## src/rtl/fft_frame_sched.sv

```systemverilog
// Shares one FFT engine between two sample requesters: frames are granted
// round-robin, fed through, and the engine results are routed back tagged with the owner.
module fft_frame_sched #(
    parameter int FRAME_LEN = 16,
    parameter int TIMEOUT   = 64
) (
    input  logic        clk,
    input  logic        rstn,
    input  logic [31:0] S0_AXIS_tdata,
    input  logic        S0_AXIS_tvalid,
    input  logic        S0_AXIS_tlast,
    output logic        S0_AXIS_tready,
    input  logic [31:0] S1_AXIS_tdata,
    input  logic        S1_AXIS_tvalid,
    input  logic        S1_AXIS_tlast,
    output logic        S1_AXIS_tready,
    output logic [31:0] M_AXIS_tdata,
    output logic        M_AXIS_tvalid,
    output logic        M_AXIS_tlast,
    input  logic [31:0] R_AXIS_tdata,
    input  logic        R_AXIS_tvalid,
    input  logic        R_AXIS_tlast,
    output logic [31:0] O_AXIS_tdata,
    output logic        O_AXIS_tvalid,
    output logic        O_AXIS_tlast,
    output logic        O_AXIS_tuser,
    input  logic        O_AXIS_tready,
    output logic        Busy,
    output logic        Owner,
    output logic [2:0]  Err,
    input  logic        Err_clr,
    output logic [1:0]  dbg_state
);
    // Handshake: a beat moves on a cycle with tvalid && tready. M and R carry no
    // backpressure (implicit ready); O_AXIS_tready is observed but a result is never held.
    localparam int CW = $clog2(FRAME_LEN);
    localparam int TW = $clog2(TIMEOUT + 1);

    typedef enum logic [1:0] {
        IDLE  = 2'd0,
        FEED  = 2'd1,
        WAIT  = 2'd2,
        DRAIN = 2'd3
    } state_t;

    state_t        state;
    logic          owner;
    logic          rr_ptr;
    logic [CW-1:0] beat_cnt;
    logic [TW-1:0] wait_cnt;
    logic [2:0]    err;

    logic          in_feed;
    logic          in_out;
    logic          g_valid;
    logic          g_last;
    logic [31:0]   g_data;
    logic          grant_id;
    logic          at_end;
    logic          wait_expired;
    logic [2:0]    err_set;

    assign in_feed = (state == FEED);
    assign in_out  = (state == WAIT) || (state == DRAIN);

    assign g_valid = owner ? S1_AXIS_tvalid : S0_AXIS_tvalid;
    assign g_last  = owner ? S1_AXIS_tlast  : S0_AXIS_tlast;
    assign g_data  = owner ? S1_AXIS_tdata  : S0_AXIS_tdata;

    // With both requesting, the pointer decides; otherwise whoever is valid wins.
    assign grant_id = (S0_AXIS_tvalid && S1_AXIS_tvalid) ? rr_ptr : S1_AXIS_tvalid;

    assign at_end       = (beat_cnt == CW'(FRAME_LEN - 1));
    assign wait_expired = (wait_cnt == TW'(TIMEOUT - 1));

    assign S0_AXIS_tready = in_feed && !owner;
    assign S1_AXIS_tready = in_feed && owner;

    assign M_AXIS_tvalid = in_feed && g_valid;
    assign M_AXIS_tdata  = in_feed ? g_data : 32'd0;
    assign M_AXIS_tlast  = M_AXIS_tvalid && (at_end || g_last);

    assign O_AXIS_tvalid = in_out && R_AXIS_tvalid;
    assign O_AXIS_tdata  = in_out ? R_AXIS_tdata : 32'd0;
    assign O_AXIS_tlast  = O_AXIS_tvalid && R_AXIS_tlast;
    assign O_AXIS_tuser  = in_out && owner;

    assign Busy      = (state != IDLE);
    assign Owner     = owner;
    assign Err       = err;
    assign dbg_state = state;

    always_comb begin
        err_set    = 3'b000;
        err_set[0] = M_AXIS_tvalid && g_last && !at_end;
        err_set[1] = R_AXIS_tvalid && (!in_out || !O_AXIS_tready);
        err_set[2] = (state == WAIT) && !R_AXIS_tvalid && wait_expired;
    end

    always_ff @(posedge clk or negedge rstn) begin
        if (!rstn) begin
            state    <= IDLE;
            owner    <= 1'b0;
            rr_ptr   <= 1'b0;
            beat_cnt <= '0;
            wait_cnt <= '0;
            err      <= 3'b000;
        end else begin
            // A set event in the same cycle as a clear survives.
            err <= (Err_clr ? 3'b000 : err) | err_set;
            case (state)
                IDLE: begin
                    if (S0_AXIS_tvalid || S1_AXIS_tvalid) begin
                        owner    <= grant_id;
                        rr_ptr   <= !grant_id;
                        beat_cnt <= '0;
                        state    <= FEED;
                    end
                end
                FEED: begin
                    if (M_AXIS_tvalid) begin
                        if (M_AXIS_tlast) begin
                            beat_cnt <= '0;
                            wait_cnt <= '0;
                            state    <= WAIT;
                        end else begin
                            beat_cnt <= beat_cnt + 1'b1;
                        end
                    end
                end
                WAIT: begin
                    if (R_AXIS_tvalid) begin
                        state <= R_AXIS_tlast ? IDLE : DRAIN;
                    end else if (wait_expired) begin
                        state <= IDLE;
                    end else begin
                        wait_cnt <= wait_cnt + 1'b1;
                    end
                end
                DRAIN: begin
                    if (R_AXIS_tvalid && R_AXIS_tlast) begin
                        state <= IDLE;
                    end
                end
                default: state <= IDLE;
            endcase
        end
    end

endmodule

```

## config.mk

```make
export PLATFORM = sky130hd
export DESIGN_NAME = fft_frame_sched
export DESIGN_NICKNAME = d
export VERILOG_FILES = /design/src/rtl/fft_frame_sched.sv
export SDC_FILE = /design/constraint.sdc
export NUM_CORES = 1
export LEC_CHECK = 0
export ABC_AREA = 1
export BUFFER_PORTS_ARGS = -buffer_cell sky130_fd_sc_hd__buf_4
export CAP_MARGIN = 20
export CORE_MARGIN = 2
export CORE_UTILIZATION = 36
export CTS_BUF_LIST = sky130_fd_sc_hd__clkbuf_4 sky130_fd_sc_hd__clkbuf_8
export DETAILED_ROUTE_END_ITERATION = 8
export HOLD_SLACK_MARGIN = 0.12
export PLACE_DENSITY_LB_ADDON = 0.12
export SLEW_MARGIN = 10
export SYNTH_ARGS = -nofsm -noshare
export SYNTH_HDL_FRONTEND = slang
export SYNTH_SLANG_ARGS = --single-unit
```

## constraint.sdc

```tcl
create_clock -name clk -period 1.8 [get_ports clk]
set_clock_uncertainty 0.15 [all_clocks]
set_input_delay 0.09 -clock clk [delete_from_list [all_inputs] [get_ports clk]]
set_output_delay 0.09 -clock clk [all_outputs]
set_load 0.05 [all_outputs]
```

==> Yosys cells after proc, flatten, opt, wreduce, memory -nomap -nowiden <==
Index checks and enable logic that the tools add are counted.
{ "word_totals": {"input_bits": 106, "regBits": 18} }
{ "op_classes": {"bitwise_logic": 1, "muxes": 24, "n_reduce_logical": 32, "add_sub_neg": 2, "eq_ne": 12} }
{ "op_table": {"columns": ["operator", "n"], "rows": [
  ["2-to-1 mux 32 bit", 3],
  ["2-to-1 mux 7 bit", 4],
  ["logical AND 1 bit", 14],
  ["2-to-1 mux 2 bit", 7],
  ["case mux 7 bit (2 select lines)", 1],
  ["2-to-1 mux 4 bit", 3],
  ["!= test 2 bit (second input constant)", 5],
  ["AND reduction 5 bit", 2],
  ["case mux 2 bit (4 select lines)", 1],
  ["case mux 4 bit (2 select lines)", 1],
  ["adder 7 x 1 -> 7 bit (second input constant)", 1],
  ["equality test 7 x 6 -> 1 bit (second input constant)", 1],
  ["zero test 1 bit", 6],
  ["nonzero test 2 bit", 3],
  ["adder 4 x 1 -> 4 bit (second input constant)", 1],
  ["equality test 2 bit (second input constant)", 2],
  ["equality test 4 bit (second input constant)", 1],
  ["logical OR 1 bit", 4],
  ["2-to-1 mux 1 bit", 3],
  ["2-to-1 mux 3 bit", 1],
  ["!= test 3 bit (second input constant)", 1],
  ["OR 3 bit", 1],
  ["AND reduction 3 bit", 1],
  ["equality test 2 x 1 -> 1 bit (second input constant)", 1],
  ["3 further kinds", 3]
]} }

==> Logic depth before layout (Yosys ltp) <==
{ "logic_depth": {"ltp_word": 6, "mapped_depth": 10} }

==> Worst setup path before layout <==
No wires, ideal clock.
{ "synth_timing": {"path_kind": "flip-flop to output port", "from": "register state[0] (netlist: dbg_state[0])", "to": "output port M_AXIS_tdata[22]", "setup_slack_ns": -0.442, "stages_incl_launch_ff": 5, "t_required_ns": 1.560, "t_arrival_ns": 2.002, "cell_sequence": "dfrtp_1 nand2_1 nor2_2 buf_2 a22o_1"} }
{ "synth_via": {"elab_chain_len": 2} }
{ "synth_rtl": {"columns": ["item", "line", "text"], "rows": [
  ["start, declared", "46", "state_t state;"],
  ["start signal, assigned", "133", "state <= R_AXIS_tlast ? IDLE : DRAIN;"],
  ["equality test 2 x 1 -> 1 bit", "63", "assign in_feed = (state == FEED);"],
  ["2-to-1 mux 32 bit", "80", "assign M_AXIS_tdata = in_feed ? g_data : 32'd0;"],
  ["end, declared", "17", "output logic [31:0] M_AXIS_tdata,"]
]} }
No other way between the ends.

==> Final worst setup path <==
{ "layout_timing": {"from": "register state[1] (netlist: dbg_state[1])", "to": "output port M_AXIS_tdata[30]"} }
The elaborated chain is that of the path after synthesis.

==> metrics.csv <==
metric;value;unit
status;complete, but fails checks;
failing checks;negative setup slack;
Pre-antenna DRT Iters;4;
Ys Warns;0;
cell-by-cell trace of the critical path;inv_4, nand2_4, nor2_4, buf_6, a22o_2, buf_6;
Placed Cells;498;
MaxCap Viol Count;0;
area post-placement;0.00318;mm2
Max Slew Vio Count;0;
kind of critical path;reg -> out;
FF-to-FF setup slack;100;ps
Crit path depth;6;
PwrDens;1680;mW/mm2
sequential share of the synthesized area;0.265;
min cycle time layout;1830;ps
Num CTS Buffers;3;
CTS tree;built;
DRC Markers;0;
critical path arrival;1590;ps
Nets;574;
routed len/inst;19.0;um
Max Fanout on Critical Path;8;
Sink Count;18;
I/O pin count;184;
detailed placement HPWL;6.84;mm
post-route insts no fill;519;
Clk pin slew, worst setup/hold paths;80;ps
synth unique cells;24;
FF-to-FF Start;dbg_state[1];
Seq cells post-synth;18;
CP max stage cell;dfrtp_2;
Die Ht;72.8;um
Mapped Cells;267;
sum of negative setup slack;-367;ps
Overall Power;6.43;mW
most frequent CP cell;buf_6;
first-pass GRT wire length;12.3;mm
Setup crit end;M_AXIS_tdata[30];
Die Width;72.8;um
r2r endpoint;beat_cnt[1];
static leakage;2.32;nW
std cell rows;25;
Design Area, Final;0.00381;mm2
Worst Reg2Reg Path Length in Cells;6;
Routed WL;9.87;mm
worst slew pin tran;286;ps
clock buffer depth;2;
n_diodes;0;
delay-heaviest family, CP;flip-flops;
Starting Density;0.368;
initial antenna violation count;0;
die footprint;0.00530;mm2
global route total overflow;0;
root buf cell;clkbuf_8;
RSZ-0062 raised after global routing;yes;
crit end category;output pin;
Worst EP required;1560;ps
CTS HTree Levels;1;
Hold Path Class;in -> reg;
fill count;290;
clk_lat worst skew;260;ps
synthesized area;0.00170;mm2
Fmax achieved;0.546;GHz
drt first-iter violations;159;
slowest stage delay, CP;430;ps
Setup violations, final;28;
Critical Path Start;dbg_state[1];
GRT Util Overall;0.308;
pin count of the biggest net entering global routing;37;
Routed Antenna Nets;0;
Setup crit start kind;register;
vias in the first global route;2339;
DR vias/cell;5.13;
endpoints failing hold;0;
Max transition margin;0.809;
P&R area growth vs syn;124;%
port buffer count;183;
share of cells above drive strength 1;0.538;
vias post-DR;2661;
peak supply drop;1.03;mV
WP buf/inv;3;
Final period util;1.02;
Syn Nets;375;
Final GP Congestion;0.921;
hold path depth;5;
slack of the critical path;-32.2;ps
synthesized area per cell;6.38;um2
core footprint;0.00463;mm2
[worst min path at each step]
stage | slack [ps] | from | endpoint
6_report | 140 | S1_AXIS_tlast | Err[0]
5_1_grt | 150 | S1_AXIS_tlast | Err[0]
4_1_cts | 120 | R_AXIS_tlast | dbg_state[1]
3_5_place_dp | -170 | rstn | Err[0]
3_3_place_gp | -180 | rstn | Err[0]
2_1_floorplan | -360 | rstn | Err[0]
[cell usage after synthesis, drive strengths merged]
| cell | number | share of area |
|---|---|---|
| o21ai | 6 | 0.018 |
| a21boi | 1 | 0.0044 |
| nand3 | 23 | 0.068 |
| nand4 | 4 | 0.015 |
| dfrtp | 18 | 0.26 |
| a22o | 32 | 0.16 |
| nor2 | 20 | 0.061 |
| a21oi | 1 | 0.0029 |
| buf | 11 | 0.034 |
| nand2 | 93 | 0.22 |
| inv | 52 | 0.12 |
| ha | 2 | 0.015 |
| nand3b | 1 | 0.0044 |
| o22ai | 1 | 0.0037 |
| xor2 | 2 | 0.010 |
[area by class of cell]
cell class / count / area, um2 / share of cell area
repair buffers: 205 / 1830 / 0.480
clock buffers: 4 / 55.1 / 0.0144
inverters: 52 / 200 / 0.0525
multi-input cells: 186 / 1210 / 0.316
well taps: 54 / 67.6 / 0.0177
flip-flops and latches: 18 / 455 / 0.119
[per-stage QoR]
step | utilization | hold slack (ps) | worst slack (ps)
after floorplan | - | -356 | -14.2
after CTS | 0.739 | 124 | 1.20
after global routing | 0.824 | 153 | -68.6
after global placement | 0.686 | -178 | 183
final | 0.824 | 138 | -32.2
after detailed placement | 0.686 | -174 | 128
[what timing repair did]
item,in CTS,in global routing
endpoints found under the setup margin,33,66
resized for setup,19,72
hold endpoints to repair,23,0
gates cloned,1,3
hold buffers,7,0
setup buffers,3,3
pin swaps,0,5
[routing by layer]
layer | GRT usage | up-vias | part of all wire
met4 | 0.113 | 0 | 0.043
met2 | 0.541 | 137 | 0.52
li1 | - | 1252 | -
met1 | 0.360 | 1239 | 0.36
met3 | 0.0801 | 33 | 0.083
met5 | 0 | - | 0
[registers in the layout, indices dropped and copies added, names as in the netlist]
name,flops
dbg_state,2
wait_cnt,7
Owner,1
beat_cnt,4
Err,3
rr_ptr,1
[where the power goes]
group / internal (mW) / switching [mW] / leakage [nW]
logic: 2.04 / 3.44 / 2.06
clock network: 0.195 / 0.146 / 0.0288
registers: 0.501 / 0.0981 / 0.234
total: 2.74 / 3.69 / 2.32
[cells by family after synthesis]
| group | synth area share |
|---|---|
| compound gates | 0.193 |
| xor+xnor | 0.0103 |
| fa+ha+maj | 0.0147 |
| buf+inv | 0.150 |
| flops | 0.265 |
| simple gates | 0.367 |
[worst reg2reg max path: stages (launching register included)]
cell	delay, ps
dfrtp_2	430
buf_4	180
nor2_1	260
o21ai_0	200
nand2_1	200
nand2_1	60
o21ai_0	140
[layout by cell type (no fill, tap or decap), types with 4 or more instances in the layout]
cell type	instances
dlygate4sd3_1	7
inv_1	47
nand3_1	22
buf_4	158
dfrtp_2	4
o21ai_0	6
buf_6	14
dfrtp_1	14
nand2_4	4
a22o_2	9
nand2_1	88
nand4_1	4
nor2_1	16
clkbuf_8	4
buf_8	23
a22o_4	20
No activity file was read; power rests on OpenSTA's default activity.
